File: config.mk
export PLATFORM = sky130hd
export DESIGN_NAME = sync_fifo
export DESIGN_NICKNAME = d
export VERILOG_FILES = /design/src/rtl/test_status_ctrl_sync_fifo.sv
export SDC_FILE = /design/constraint.sdc
export NUM_CORES = 1
export LEC_CHECK = 0
export ABC_AREA = 1
export CORE_UTILIZATION = 52
export DETAILED_ROUTE_END_ITERATION = 8
export PLACE_DENSITY = 0.75
export RECOVER_POWER = 25
export SYNTH_ARGS = -nofsm -noshare
export SYNTH_HDL_FRONTEND = slang
export SYNTH_SLANG_ARGS = --single-unit
export TNS_END_PERCENT = 100
File: constraint.sdc
create_clock -name clk -period 1.8 [get_ports clk]
set_input_delay 0.45 -clock clk [delete_from_list [all_inputs] [get_ports clk]]
set_output_delay 0.45 -clock clk [all_outputs]
set_load 0.005 [all_outputs]
File: src/rtl/test_status_ctrl_sync_fifo.sv
// Synchronous FIFO; a push into a full FIFO is accepted only when a pop
// happens in the same cycle.
module sync_fifo #(
  parameter int WIDTH = 8,
  parameter int DEPTH = 8
) (
  input  logic                     clk,
  input  logic                     rst,
  input  logic                     push_i,
  input  logic [WIDTH-1:0]         wdata_i,
  input  logic                     pop_i,
  output logic                     valid_o,
  output logic [WIDTH-1:0]         rdata_o,
  output logic [$clog2(DEPTH):0]   level_o
);

  localparam int AW = $clog2(DEPTH);
  localparam int LW = AW + 1;

  logic [WIDTH-1:0] mem_q [DEPTH];
  logic [AW-1:0]    wr_ptr_q, rd_ptr_q;
  logic [LW-1:0]    count_q;
  logic             do_pop_s, do_push_s, full_s;

  assign full_s    = (count_q == LW'(DEPTH));
  assign do_pop_s  = pop_i && (count_q != LW'(0));
  assign do_push_s = push_i && (!full_s || do_pop_s);

  assign valid_o = (count_q != LW'(0));
  assign rdata_o = mem_q[rd_ptr_q];
  assign level_o = count_q;

  // Pointer and occupancy bookkeeping; pointers wrap naturally at DEPTH.
  always_ff @(posedge clk) begin
    if (!rst) begin
      wr_ptr_q <= AW'(0);
      rd_ptr_q <= AW'(0);
      count_q  <= LW'(0);
    end else begin
      if (do_push_s) wr_ptr_q <= wr_ptr_q + AW'(1);
      if (do_pop_s)  rd_ptr_q <= rd_ptr_q + AW'(1);
      case ({do_push_s, do_pop_s})
        2'b10:   count_q <= count_q + LW'(1);
        2'b01:   count_q <= count_q - LW'(1);
        default: count_q <= count_q;
      endcase
    end
  end

  // Storage array.
  always_ff @(posedge clk) begin
    if (do_push_s) mem_q[wr_ptr_q] <= wdata_i;
  end

endmodule

==> flow_metrics.tcl <==
set metrics [dict create \
    ctsRootBufferMaster "clkbuf_8" \
    antenna_cells 0 \
    fmax_ghz 0.463 \
    grt_max_degree 33 \
    rsz0062_at_grt "true" \
    finalCriticalPeriod_ns 2.16 \
    peakVddDrop_uv 691 \
    core_area_sq_um 5960 \
    row_count 28 \
    netlist.area_leader.share 0.598 \
    area_growth_pct 37.5 \
    cap_viol_max_count 0 \
    avgSynthCellArea_sq_um 11.4 \
    nets 374 \
    cp_data_required_time_ns 1.35 \
    synth_edf_count 64 \
    grt.total_usage 0.270 \
    violations "negative setup slack" \
    ctsHtreeMaxLevel 3 \
    grt_pass1_wl_um 12300 \
    synth_top_cells_by_count "64 x edfxtp_1, 64 x nor2_1, 40 x nand2_1, 19 x o21ai_0, 17 x inv_1" \
    avgViaCountPerCell 5.65 \
    path_class "flip-flop to output port" \
    powerDensity_nw_per_um2 1160 \
    initial_utilization 0.539 \
    min_path_type "flip-flop to flip-flop" \
    syn_nets 298 \
    clock_sinks 77 \
    crit_buf_inv 3 \
    drcViolationCount 0 \
    port_buffers 24 \
    vias 2469 \
    grt_pass1_vias 2490 \
    die_w_um 80.6 \
    ys_seq_area_frac 0.679 \
    path_delay_family "compound AO/OA/AOI/OAI gates" \
    detail-route-antenna-nets 0 \
    critPathSlowestCell "dfxtp_4" \
    ys_top_cells_by_area "edfxtp_1 60%, dfxtp_1 8.1%, nor2_1 7.5%" \
    maxSlewHeadroom 0.767 \
    antenna_found_initial 0 \
    status "complete, but fails checks" \
    placed_cell_area_sq_um 3830 \
    syn_area_sq_um 3210 \
    synth.distinct_cells 27 \
    dp_hpwl_um 4490 \
    fin_crit_sh 1.20 \
    cts_tree "yes" \
    wl_per_cell_um 18.4 \
    slew_violations 0 \
    first_pass_iters 4 \
    clockBufferDepth 2 \
    cpMostUsedCell "nand2_1" \
    io_pins 25 \
    overflow 0 \
    dr.first_iter.drc_count 170 \
    cp_max_fo 6 \
    setup_viol 8 \
    start_kind "flip-flop" \
    dp_slack_ns -0.323 \
    synthArstFlopShare 0 \
    syn_inst 281 \
    synth_top_area_cell "edfxtp_1" \
    critPathMaxStageDelay_ns 0.40 \
    clock_skew_ns 0.00766 \
    final_cell_area_sq_um 4420 \
    gp_congestion 0.791 \
    die-area_sq_um 6490 \
    postRouteWirelength_um 8060 \
    leakage_nw 1.70 \
    cts_made_buffers 9 \
    setup_slack_ns -0.362 \
    crit_arrival_ns 1.71 \
    die_h_um 80.6 \
    clk_latency_ns 0.35 \
    ys.warnings.count 0 \
    synth_ff_type "edfxtp_1" \
    drive_above_1_share 0.365 \
    critical_path.cell_chain "buf_12 > buf_8 > o21ai_0 > o32ai_2 > nand2_1 > nand2_1 > buf_2" \
    synth_seq_cells 77 \
    cp-end-kind "output port" \
    final_util 0.742 \
    finalHoldViolCount 0 \
    worstMarginPinSlew_ns 0.349 \
    clk_pin_slew_worst_paths_ns 0.08 \
]
through the flow:
| stage | hold WS [ns] | setup TNS [ns] | cells | power, mW |
|---|---|---|---|---|
| floorplan | 0.433 | 0 | 281 | 2.81 |
| global placement | 0.451 | -17.05 | 407 | 3.39 |
| detailed placement | 0.468 | -19.62 | 407 | 3.43 |
| CTS | 0.486 | -1.84 | 441 | 5.04 |
| global route | 0.511 | -2.34 | 437 | 5.32 |
| finish | 0.492 | -1.83 | 437 | 5.10 |
cell usage in the layout, fill, tap and decap left out, drive strengths merged:
cell and instances:
a21oi 9, a31oi 1, o21ai 22, xnor2 1, clkbuf 11, nand2 47, clkinvlp 1, o32ai 16
nand4 1, dlygate4sd3 5, inv 19, edfxtp 64, fa 1, clkinv 3, dlymetal6s2s 3, clkdlybuf4s50 7
nor2 66, dlygate4sd2 1, bufinv 1, ha 4, nand3 7, buf 59, dfxtp 13
final timing paths:
check / depth (start not counted) / slack [ns] / from / to
worst min register to register: 2 / 0.49 / wr_ptr_q[0] / wr_ptr_q[0]
worst max register to register: 8 / 0.11 / level_o[0] / mem_q[2][4]
worst min-delay path: 2 / 0.49 / wr_ptr_q[0] / wr_ptr_q[0]
worst max-delay path: 7 / -0.36 / flip-flop / rdata_o[6]
cell type report:
type	count	area, sq um
clock buffer	10	128
clock inverter	6	62.6
fill	381	1540
inverter	18	72.6
multi-input combinational	175	1150
sequential	77	2190
tap	75	93.8
timing repair buffer	76	716
routing by layer:
| metal | vias to the layer above | track usage | share of wire |
|---|---|---|---|
| met5 | - | 0 | 0 |
| met3 | 25 | 0.0602 | 0.060 |
| li1 | 1141 | - | - |
| met2 | 99 | 0.454 | 0.51 |
| met4 | 0 | 0.139 | 0.031 |
| met1 | 1204 | 0.323 | 0.40 |
state kept, by name, summed over array words and instances (netlist names), named ones only:
| register | flops |
|---|---|
| rd_ptr_q | 3 |
| wr_ptr_q | 3 |
| level_o | 4 |
| mem_q | 64 |
power breakdown:
group	switching (mW)	leakage, nW	internal, mW	total (mW)
Combinational	0.868	0.913	0.837	1.70
Clock	0.642	0.0920	0.639	1.28
Sequential	0.0829	0.690	2.03	2.12
cell families after synthesis:
| family | count (synthesis) | share of synthesized area |
|---|---|---|
| AOI/OAI and AO/OA | 48 | 0.0997 |
| xor gates and xnor gates | 1 | 0.00273 |
| adders and majority gates | 5 | 0.0218 |
| buffers and inverters | 29 | 0.0366 |
| DFF | 77 | 0.679 |
| and+or+nand+nor | 121 | 0.160 |
worst register-to-register path: cells and delay by family (launching register included):
family	cells	cell delay, ns
AND/OR/NAND/NOR	5	0.60
flip-flops	1	0.38
buffers and inverters	3	0.43
timing repair:
action,CTS,global route
buffers inserted,15,1
endpoints found under the setup margin,11,58
hold buffers,0,0
pin swaps,31,29
resized for setup,88,38
gates cloned,3,0
hold endpoints to repair,0,0
No activity file was read; power rests on OpenSTA's default activity.
